`config.mk`:
```
export PLATFORM = sky130hd
export DESIGN_NAME = alu_control
export DESIGN_NICKNAME = d
export VERILOG_FILES = /design/src/rtl/alu_ctrl_pkg.sv /design/src/rtl/alu_funct_decode.sv /design/src/rtl/alu_control.sv
export SDC_FILE = /design/constraint.sdc
export NUM_CORES = 1
export LEC_CHECK = 0
export BUFFER_PORTS_ARGS = -buffer_cell sky130_fd_sc_hd__buf_2
export CAP_MARGIN = 20
export CORE_AREA = 2 2 39 41
export CTS_CLUSTER_SIZE = 40
export DETAILED_ROUTE_END_ITERATION = 10
export DIE_AREA = 0 0 41 43
export PLACE_DENSITY = 0.45
export SYNTH_ARGS = -nofsm -noshare
export SYNTH_HDL_FRONTEND = slang
export SYNTH_SLANG_ARGS = --single-unit
```
`constraint.sdc`:
```
create_clock -name clk -period 0.8 [get_ports clk]
set_clock_uncertainty 0.15 [all_clocks]
set_input_delay 0.04 -clock clk [delete_from_list [all_inputs] [get_ports clk]]
set_output_delay 0.04 -clock clk [all_outputs]
set_load 0.02 [all_outputs]
```
`src/rtl/alu_ctrl_pkg.sv`:
```
// Shared ALU encodings: ALU_sel operation codes, ALUOP classes and supported R-type Funct values.
// Used by the main control, this decoder and the ALU so all three agree on one set of constants.
package alu_ctrl_pkg;

  localparam logic [3:0] SEL_AND = 4'b0000;
  localparam logic [3:0] SEL_OR  = 4'b0001;
  localparam logic [3:0] SEL_ADD = 4'b0010;
  localparam logic [3:0] SEL_XOR = 4'b0011;
  localparam logic [3:0] SEL_SLL = 4'b0100;
  localparam logic [3:0] SEL_SRL = 4'b0101;
  localparam logic [3:0] SEL_SUB = 4'b0110;
  localparam logic [3:0] SEL_SLT = 4'b0111;
  localparam logic [3:0] SEL_SRA = 4'b1000;
  localparam logic [3:0] SEL_LUI = 4'b1001;
  localparam logic [3:0] SEL_NOR = 4'b1100;

  localparam logic [2:0] ALUOP_ADD   = 3'b000;
  localparam logic [2:0] ALUOP_SUB   = 3'b001;
  localparam logic [2:0] ALUOP_AND   = 3'b010;
  localparam logic [2:0] ALUOP_OR    = 3'b011;
  localparam logic [2:0] ALUOP_XOR   = 3'b100;
  localparam logic [2:0] ALUOP_SLT   = 3'b101;
  localparam logic [2:0] ALUOP_LUI   = 3'b110;
  localparam logic [2:0] ALUOP_RTYPE = 3'b111;

  localparam logic [5:0] FUNCT_SLL = 6'd0;
  localparam logic [5:0] FUNCT_SRL = 6'd2;
  localparam logic [5:0] FUNCT_SRA = 6'd3;
  localparam logic [5:0] FUNCT_ADD = 6'd32;
  localparam logic [5:0] FUNCT_SUB = 6'd34;
  localparam logic [5:0] FUNCT_AND = 6'd36;
  localparam logic [5:0] FUNCT_OR  = 6'd37;
  localparam logic [5:0] FUNCT_XOR = 6'd38;
  localparam logic [5:0] FUNCT_NOR = 6'd39;
  localparam logic [5:0] FUNCT_SLT = 6'd42;

  typedef struct packed {
    logic [3:0] sel;
    logic       illegal;
  } decode_t;

endpackage

```
`src/rtl/alu_funct_decode.sv`:
```
// Combinational R-type Funct -> {sel, illegal}; zero latency, no handshake.
// Unknown or unsupported Funct falls into the default arm, yielding ADD with illegal set.
module alu_funct_decode
  import alu_ctrl_pkg::*;
(
  input  logic [5:0] funct,
  output decode_t    dec
);

  always_comb begin
    dec.sel     = SEL_ADD;
    dec.illegal = 1'b0;
    case (funct)
      FUNCT_SLL: dec.sel = SEL_SLL;
      FUNCT_SRL: dec.sel = SEL_SRL;
      FUNCT_SRA: dec.sel = SEL_SRA;
      FUNCT_ADD: dec.sel = SEL_ADD;
      FUNCT_SUB: dec.sel = SEL_SUB;
      FUNCT_AND: dec.sel = SEL_AND;
      FUNCT_OR:  dec.sel = SEL_OR;
      FUNCT_XOR: dec.sel = SEL_XOR;
      FUNCT_NOR: dec.sel = SEL_NOR;
      FUNCT_SLT: dec.sel = SEL_SLT;
      default:   dec.illegal = 1'b1;
    endcase
  end

endmodule

```
`src/rtl/alu_control.sv`:
```
// ALUOP/Funct -> registered ALU_sel plus illegal-Funct flag.
// One clock of latency; no backpressure, a fresh decode is loaded every cycle.
module alu_control
  import alu_ctrl_pkg::*;
(
  input  logic       clk,
  input  logic       rst_n,
  input  logic [2:0] ALUOP,
  input  logic [5:0] Funct,
  output logic [3:0] ALU_sel,
  output logic       illegal_funct
);

  decode_t funct_dec;
  decode_t nxt;

  alu_funct_decode u_funct_decode (
    .funct (Funct),
    .dec   (funct_dec)
  );

  // An ALUOP with X/Z bits matches no arm, so it lands in the default as illegal.
  always_comb begin
    nxt.sel     = SEL_ADD;
    nxt.illegal = 1'b0;
    case (ALUOP)
      ALUOP_ADD:   nxt.sel = SEL_ADD;
      ALUOP_SUB:   nxt.sel = SEL_SUB;
      ALUOP_AND:   nxt.sel = SEL_AND;
      ALUOP_OR:    nxt.sel = SEL_OR;
      ALUOP_XOR:   nxt.sel = SEL_XOR;
      ALUOP_SLT:   nxt.sel = SEL_SLT;
      ALUOP_LUI:   nxt.sel = SEL_LUI;
      ALUOP_RTYPE: nxt     = funct_dec;
      default:     nxt.illegal = 1'b1;
    endcase
  end

  always_ff @(posedge clk or negedge rst_n) begin
    if (!rst_n) begin
      ALU_sel       <= SEL_ADD;
      illegal_funct <= 1'b0;
    end else begin
      ALU_sel       <= nxt.sel;
      illegal_funct <= nxt.illegal;
    end
  end

endmodule

```
==> results of run 1 <==
-- synth_stat cells --
cell / number / area, um2
sky130_fd_sc_hd__nor2_1: 3 / 11.3
sky130_fd_sc_hd__o311ai_1: 1 / 8.76
sky130_fd_sc_hd__and3_1: 2 / 12.5
sky130_fd_sc_hd__inv_1: 1 / 3.75
sky130_fd_sc_hd__a31oi_1: 2 / 12.5
sky130_fd_sc_hd__o41ai_1: 1 / 8.76
sky130_fd_sc_hd__xnor2_1: 1 / 8.76
sky130_fd_sc_hd__a22oi_1: 1 / 7.51
sky130_fd_sc_hd__and2_4: 1 / 8.76
sky130_fd_sc_hd__dfrtp_1: 4 / 100
sky130_fd_sc_hd__nand2b_1: 4 / 25.0
sky130_fd_sc_hd__a21oi_1: 2 / 10.0
sky130_fd_sc_hd__o2111ai_1: 1 / 8.76
sky130_fd_sc_hd__dfstp_2: 1 / 26.3
sky130_fd_sc_hd__nor3_1: 1 / 5.00
sky130_fd_sc_hd__o21ai_0: 2 / 10.0
sky130_fd_sc_hd__o21bai_1: 1 / 7.51
sky130_fd_sc_hd__nand2_1: 5 / 18.8
sky130_fd_sc_hd__nand3_1: 3 / 15.0
sky130_fd_sc_hd__nand3b_1: 1 / 7.51
-- through the flow --
stage / instance area [um2] / setup TNS [ns]
2_1_floorplan: 317 / 0
3_3_place_gp: 449 / -0.914
3_5_place_dp: 449 / -0.877
4_1_cts: 527 / -0.885
5_1_grt: 556 / -0.862
6_report: 556 / -0.735
-- cell usage in the layout, fill, tap and decap left out, types with 2 or more instances in the layout --
| cell type | n |
|---|---|
| sky130_fd_sc_hd__nand3_1 | 3 |
| sky130_fd_sc_hd__nand2b_4 | 2 |
| sky130_fd_sc_hd__nand2_1 | 5 |
| sky130_fd_sc_hd__a21oi_1 | 2 |
| sky130_fd_sc_hd__a31oi_1 | 2 |
| sky130_fd_sc_hd__and3_1 | 2 |
| sky130_fd_sc_hd__nor2_1 | 2 |
| sky130_fd_sc_hd__dfrtp_1 | 4 |
| sky130_fd_sc_hd__nand2b_1 | 2 |
| sky130_fd_sc_hd__o21ai_0 | 2 |
| sky130_fd_sc_hd__buf_2 | 6 |
| sky130_fd_sc_hd__buf_6 | 8 |
| sky130_fd_sc_hd__buf_4 | 6 |
| sky130_fd_sc_hd__clkbuf_4 | 3 |
-- registers in the layout, summed over array words and instances, names as in the netlist --
signal	cells
illegal_funct	1
ALU_sel	4
-- kinds of logic after synthesis --
group / Yosys count / synth area share (%)
flip-flops: 5 / 39.9
AND/OR/NAND/NOR: 20 / 32.8
XOR/XNOR: 1 / 2.77
buffers and inverters: 1 / 1.18
AO/OA/AOI/OAI: 11 / 23.3
-- per-layer routing --
metal / vias to the layer above / share of wire [%] / wire length, um / GRT usage (%)
met4: 0 / 1.2 / 10 / 10.0
li1: 190 / - / - / -
met3: 2 / 8.1 / 69 / 1.57
met1: 170 / 42 / 353 / 12.2
met5: - / 0 / 0 / 0
met2: 15 / 49 / 414 / 15.6
-- area by class of cell --
class	count	area [um2]
Multi-Input combinational cell	32	204
Clock buffer	4	26.3
Tap cell	16	20.0
Inverter	1	3.75
Sequential cell	5	126
Timing Repair Buffer	21	175
Fill cell	152	828
-- repair_timing --
item | CTS | global route
pin swaps | 0 | 3
setup endpoints to repair | 5 | 7
hold endpoints to repair | 9 | 3
gates resized for setup | 10 | 13
-- power by group --
group          internal (W)  total, W  switching [W]  leakage [nW]
clock              0.000188  0.000284      0.0000956        0.0150
combinational      0.000114  0.000215       0.000101         0.188
sequential         0.000271  0.000278     0.00000663        0.0621
-- path summary, 6_finish.rpt --
check,to
setup / recovery,ALU_sel[1]
hold / removal,ALU_sel[1]
max in group asynchronous,ALU_sel[1]
min in group asynchronous,illegal_funct
==> out/metrics.json, run 1 <==
{
  "floorplanning": {
    "start_util_pct": 22.9,
    "die_width_um": 41,
    "io_pins": 16,
    "dieArea_um2": 1760,
    "placementRows": 14,
    "coreArea_um2": 1380,
    "fp.dieH_um": 43
  },
  "route": {
    "routed_wirelength_um": 849,
    "via_count": 377,
    "detail_route.first_pass.iterations": 1,
    "remaining_drc_errors": 0,
    "drt.antenna.violating_nets": 0,
    "ratio_of_routed_vias_to_standard_cells": 4.77,
    "number_of_drc_violations_after_detailed_routing_iteration_0": 0,
    "route.detailed.wl_per_inst_um": 10.7
  },
  "clocking": {
    "clk_transition_reported_paths_ns": 0.04,
    "clock_tree.buffer_depth": 2,
    "clk_root_buffer_cell": "sky130_fd_sc_hd__clkbuf_4",
    "postCtsHoldBufs": 2,
    "cts_made_buffers": 3,
    "cts_num_sinks": 5,
    "cts.repair_timing.setup_buffer_count": 0,
    "cts_tree": "built",
    "ctsHtreeMaxLevel": 1
  },
  "outcome": {
    "violations": "negative hold slack, negative setup slack",
    "outcome": "finished with violations"
  },
  "timing": {
    "finalHoldWorstSlack_ns": -0.138,
    "tightestPinTransition_ns": 0.255,
    "report.final.setup_viol": 5,
    "drv_slew": 0,
    "time_the_worst_path_needs_with_i_o_delays_and_setup_ns": 1.05,
    "setup_slack_ns": -0.251,
    "max-slew-margin-rel_pct": 82.8,
    "timing.final.hold_violations": 8,
    "max_clock_freq_ghz": 0.951,
    "min_period_over_period_pct": 131,
    "unrepaired_setup_endpoints_after_global_routing": "yes"
  },
  "place": {
    "place_congestion": 0.715,
    "post-place-ws_ns": -0.205,
    "dp_cells": 74,
    "port_buffers": 15
  },
  "power": {
    "total_power_w": 0.000776,
    "power.density_nw_per_um2": 1400,
    "worst_voltage_drop_across_the_vdd_grid_mv": 0.313,
    "p_leak_nw": 0.265
  },
  "worst_setup_path": {
    "critPathLaunch": "ALU_sel[1]",
    "worst-endpoint-arrival_ns": 0.86,
    "critical_path.slowest_cell": "sky130_fd_sc_hd__dfstp_2",
    "cp_slowest_stage_delay_ns": 0.52,
    "crit_family": "flip-flops",
    "cp_cell_sequence": "buf_6",
    "cp_data_required_time_ns": 0.61,
    "timing.critical_path.to_type": "output pin",
    "critPathMaxFanout": 1,
    "crit_cells": 1,
    "setup.worst_path.class": "reg2out",
    "critical_path.n_buffers_inverters": 1,
    "critPathLaunchType": "register"
  },
  "synth": {
    "synth-seq-cells": 5,
    "yosysUniqueCellTypes": 20,
    "synthesis.instances": 38,
    "synth.yosys.seq_area_share_pct": 39.9,
    "mappedNetlistNets": 49,
    "post_synth_instance_area_um2": 317,
    "ys.warnings.count": 0,
    "syn_area_cell_um2": 8.33
  },
  "final_layout": {
    "antenna_cells": 0,
    "finalNetCount": 75,
    "post_route_insts_no_fill": 79,
    "layout-area-overhead-vs-synth_pct": 75.5,
    "layout-drive-gt1-share_pct": 44.4,
    "final_cell_utilization_of_the_core_pct": 40.1
  },
  "hold_path": {
    "min_from": "ALUOP[1]",
    "holdPathStages": 2,
    "hold_class": "in2reg"
  },
  "global_route": {
    "via_count_of_the_first_global_routing_pass": 329,
    "grt_start_max_net_pins": 8,
    "first_pass_grt_wire_length_mm": 1.27,
    "grt.overflow.total": 0,
    "track_usage_pct": 10.6,
    "grt_antenna_before_repair": 0
  },
  "job": {
    "cap_violations": 0
  }
}
(Power assumes the default switching activity.)
==> inputs of run 2 (changes only) <==
Settings changed: CAP_MARGIN 20 to default, PLACE_DENSITY 0.45 to 0.49, SYNTH_HIERARCHICAL from default to 1.
==> out/metrics.json, run 2 <==
{
  "clocking": {
    "postCtsHoldBufs": {"value": 1, "change": "-1"},
    "clock_tree.buffer_depth": {"value": 2, "change": "unchanged"},
    "cts_num_sinks": {"value": 5, "change": "unchanged"},
    "clk_transition_reported_paths": {"value": 0.04, "unit": "ns", "change": "about the same"},
    "clk_root_buffer_cell": "sky130_fd_sc_hd__clkbuf_4",
    "cts_made_buffers": {"value": 3, "change": "unchanged"},
    "ctsHtreeMaxLevel": {"value": 1, "change": "unchanged"},
    "cts_tree": "built"
  },
  "floorplanning": {
    "coreArea": {"value": 1380, "unit": "um2", "change": "unchanged"},
    "die_width": {"value": 41, "unit": "um", "change": "unchanged"},
    "dieArea": {"value": 1760, "unit": "um2", "change": "unchanged"},
    "fp.dieH": {"value": 43, "unit": "um", "change": "unchanged"},
    "start_util": {"value": 26.2, "unit": "%", "change": "+3.3 points"},
    "placementRows": {"value": 14, "change": "unchanged"},
    "io_pins": {"value": 16, "change": "unchanged"}
  },
  "final_layout": {
    "finalNetCount": {"value": 86, "change": "+15%"},
    "antenna_cells": {"value": 0, "change": "unchanged"},
    "post_route_insts_no_fill": {"value": 90, "change": "+14%"},
    "mostFrequentLayoutCells": "10 x sky130_fd_sc_hd__buf_6, 6 x sky130_fd_sc_hd__nand2_1, 5 x sky130_fd_sc_hd__nor2_1, 5 x sky130_fd_sc_hd__buf_2",
    "layout.cells.most_common": "sky130_fd_sc_hd__buf_6",
    "layout-drive-gt1-share": {"value": 54.1, "unit": "%", "change": "+9.6 points"},
    "largest-register": "ALU_sel",
    "number_of_flip_flops_under_the_largest_register_name": {"value": 4, "change": "unchanged"},
    "final_cell_utilization_of_the_core": {"value": 50.1, "unit": "%", "change": "+9.9 points"},
    "layout-area-overhead-vs-synth_pct": 91.0,
    "largest_registers_ranked_by_flip_flop_count": "ALU_sel x4, illegal_funct x1",
    "finish.instance_area": {"value": 693, "unit": "um2", "change": "+25%"},
    "filler_cell_count": {"value": 135, "change": "-11%"}
  },
  "timing": {
    "unrepaired_setup_endpoints_after_global_routing": "yes",
    "report.final.setup_viol": {"value": 7, "change": "+2"},
    "max-slew-margin-rel": {"value": 83.5, "unit": "%", "change": "+0.70 points"},
    "min_period_over_period": {"value": 133, "unit": "%", "change": "+1.8 points"},
    "max_clock_freq": {"value": 0.938, "unit": "GHz", "change": "-1.3%"},
    "setup_slack": {"value": -0.266, "unit": "ns", "change": "-0.0144 ns"},
    "finalHoldWorstSlack": {"value": -0.159, "unit": "ns", "change": "-0.0212 ns"},
    "drv_slew": {"value": 0, "change": "unchanged"},
    "time_the_worst_path_needs_with_i_o_delays_and_setup": {"value": 1.07, "unit": "ns", "change": "+0.0144 ns"},
    "tightestPinTransition": {"value": 0.244, "unit": "ns", "change": "-0.0110 ns"},
    "timing.final.hold_violations": {"value": 9, "change": "+1"}
  },
  "route": {
    "route.detailed.wl_per_inst": {"value": 11.5, "unit": "um", "change": "+7.2%"},
    "remaining_drc_errors": {"value": 0, "change": "unchanged"},
    "drt.antenna.violating_nets": {"value": 0, "change": "unchanged"},
    "via_count": {"value": 438, "change": "+16%"},
    "detail_route.first_pass.iterations": {"value": 4, "change": "+3"},
    "number_of_drc_violations_after_detailed_routing_iteration_0": {"value": 6, "change": "+6"},
    "ratio_of_routed_vias_to_standard_cells": {"value": 4.87, "change": "+2.0%"},
    "routed_wirelength": {"value": 1.04, "unit": "mm", "change": "+22%"}
  },
  "synth": {
    "synthesis.instances": {"value": 48, "change": "+26%"},
    "yosysUniqueCellTypes": {"value": 23, "change": "+15%"},
    "ys_async_sr_fraction": {"value": 100, "unit": "%", "change": "unchanged"},
    "synth-seq-cells": {"value": 5, "change": "unchanged"},
    "syn_area_cell": {"value": 7.56, "unit": "um2", "change": "-9.3%"},
    "synth.yosys.seq_area_share": {"value": 34.8, "unit": "%", "change": "-5.1 points"},
    "ys_top_cells_by_area": "sky130_fd_sc_hd__dfrtp_1 28%, sky130_fd_sc_hd__dfstp_2 7.2%, sky130_fd_sc_hd__nand2_1 7.2%",
    "yosys_most_used_dff": "sky130_fd_sc_hd__dfrtp_1",
    "synth_commonest_cells": "7 x sky130_fd_sc_hd__nand2_1, 6 x sky130_fd_sc_hd__nor2_1, 4 x sky130_fd_sc_hd__a21oi_1, 4 x sky130_fd_sc_hd__dfrtp_1",
    "ys.warnings.count": {"value": 6, "change": "+6"},
    "cell_with_the_most_instances_after_synthesis": "sky130_fd_sc_hd__nand2_1",
    "synth-edff-count": {"value": 0, "change": "unchanged"},
    "synth.largest_area_cell": "sky130_fd_sc_hd__dfrtp_1",
    "post_synth_instance_area": {"value": 363, "unit": "um2", "change": "+15%"},
    "yosys.area.top_type_share": {"value": 27.6, "unit": "%", "change": "-4.0 points"},
    "mappedNetlistNets": {"value": 59, "change": "+20%"}
  },
  "global_route": {
    "grt_start_max_net_pins": {"value": 9, "change": "+1"},
    "grt.overflow.total": {"value": 0, "change": "unchanged"},
    "via_count_of_the_first_global_routing_pass": {"value": 430, "change": "+31%"},
    "first_pass_grt_wire_length": {"value": 1.74, "unit": "mm", "change": "+37%"},
    "grt_antenna_before_repair": {"value": 0, "change": "unchanged"},
    "track_usage": {"value": 14.6, "unit": "%", "change": "+4.0 points"}
  },
  "worst_setup_path": {
    "critical_path.slowest_cell": "sky130_fd_sc_hd__dfstp_2",
    "worst-endpoint-arrival": {"value": 0.88, "unit": "ns", "change": "+0.02 ns"},
    "setup.worst_path.class": "reg2out",
    "crit_cells": {"value": 1, "change": "unchanged"},
    "critPathLaunch": "ALU_sel[1]",
    "cp_slowest_stage_delay": {"value": 0.52, "unit": "ns", "change": "about the same"},
    "crit_family": "flip-flops",
    "critical_path.n_buffers_inverters": {"value": 1, "change": "unchanged"},
    "cp_cell_sequence": "buf_6",
    "critPathLaunchType": "register",
    "cp_data_required_time": {"value": 0.61, "unit": "ns", "change": "about the same"},
    "timing.critical_path.to_type": "output pin",
    "critPathMaxFanout": {"value": 1, "change": "unchanged"}
  },
  "hold_path": {
    "holdPathStages": {"value": 2, "change": "unchanged"},
    "min_from": "ALUOP[1]",
    "hold_class": "in2reg"
  },
  "power": {
    "power.net_switching": {"value": 0.000242, "unit": "W", "change": "+20%"},
    "pwr-share-comb": {"value": 32.7, "unit": "%", "change": "+5.0 points"},
    "power_report.internal_total": {"value": 0.000610, "unit": "W", "change": "+6.4%"},
    "p_leak": {"value": 0.307, "unit": "nW", "change": "+16%"},
    "clock_power_share": {"value": 34.7, "unit": "%", "change": "-1.9 points"},
    "switching_power_as_a_share_of_total_power": {"value": 28.4, "unit": "%", "change": "+2.3 points"},
    "power.density": {"value": 1230, "unit": "nW/um2", "change": "-12%"},
    "power.share.sequential": {"value": 32.6, "unit": "%", "change": "-3.2 points"},
    "worst_voltage_drop_across_the_vdd_grid": {"value": 0.516, "unit": "mV", "change": "+65%"}
  },
  "place": {
    "placement.cell_area": {"value": 512, "unit": "um2", "change": "+14%"},
    "port_buffers": {"value": 15, "change": "unchanged"},
    "dp_cells": {"value": 85, "change": "+15%"},
    "dpl.hpwl_um": 737,
    "place_congestion": {"value": 0.812, "change": "+14%"}
  },
  "outcome": {
    "outcome": "finished with violations",
    "violations": "negative hold slack, negative setup slack"
  },
  "job": {
    "cap_violations": {"value": 0, "change": "unchanged"}
  }
}
[run 2: cell types whose count changed after synthesis, sizes merged, moves of 2 or more]
cell	before	now
nor2	3	6
a21oi	2	4
and3	2	0
inv	1	3
nand2	5	7
nand3	3	1
[run 2: cell type report]
type / instances / area [um2] / area share, %
inverters: 3 / 11.3 / 1.62
multi-input cells: 39 / 282 / 40.6
flip-flops and latches: 5 / 126 / 18.2
clock buffers: 4 / 26.3 / 3.79
well taps: 16 / 20.0 / 2.89
repair buffers: 23 / 228 / 32.9
[run 2: per-stage QoR]
stage | TNS [ns] | worst slack, ns | power [W]
after floorplan | -0.611 | -0.235 | 0.000376
after global placement | -1.65 | -0.397 | 0.000472
after detailed placement | -1.67 | -0.385 | 0.000473
after CTS | -0.882 | -0.274 | 0.000843
after global routing | -1.15 | -0.298 | 0.000913
final | -0.892 | -0.266 | 0.000852
[run 2: layer usage]
| metal | global-route usage (%) | share of wire, % | wire (um) | vias up |
|---|---|---|---|---|
| li1 | - | - | - | 216 |
| met1 | 17.9 | 41 | 426 | 200 |
| met2 | 20.6 | 50 | 515 | 16 |
| met3 | 3.14 | 3.9 | 40 | 6 |
| met4 | 12.0 | 5.3 | 55 | 0 |
| met5 | 0 | 0 | 0 | - |
[run 2: what timing repair did]
item / in CTS / in global routing
setup buffers: 0 / 0
resized for setup: 30 / 11
pin swaps: 8 / 1
endpoints found under the hold margin: 10 / 5
setup endpoints to repair: 10 / 9
[run 2: worst paths after layout]
check	endpoint
max	ALU_sel[1]
min	ALU_sel[1]
max in group asynchronous	ALU_sel[1]
min in group asynchronous	ALU_sel[3]
[run 2: logic make-up (layout without fill, tap and decap cells)]
group           after synthesis  count (layout)  synth area share [%]
simple gates                 26              26                  35.5
flops                         5               5                  34.8
xor+xnor                      1               1                  2.41
buf+inv                       4              30                  6.21
compound gates               12              12                  21.0
[run 2: power by group through the flow]
stage               sequential [W]  clock (W)  combinational (W)
floorplan                 0.000298          0          0.0000784
global placement          0.000277          0           0.000195
detailed placement        0.000278          0           0.000195
CTS                       0.000278   0.000308           0.000257
global route              0.000278   0.000332           0.000302
finish                    0.000278   0.000296           0.000279
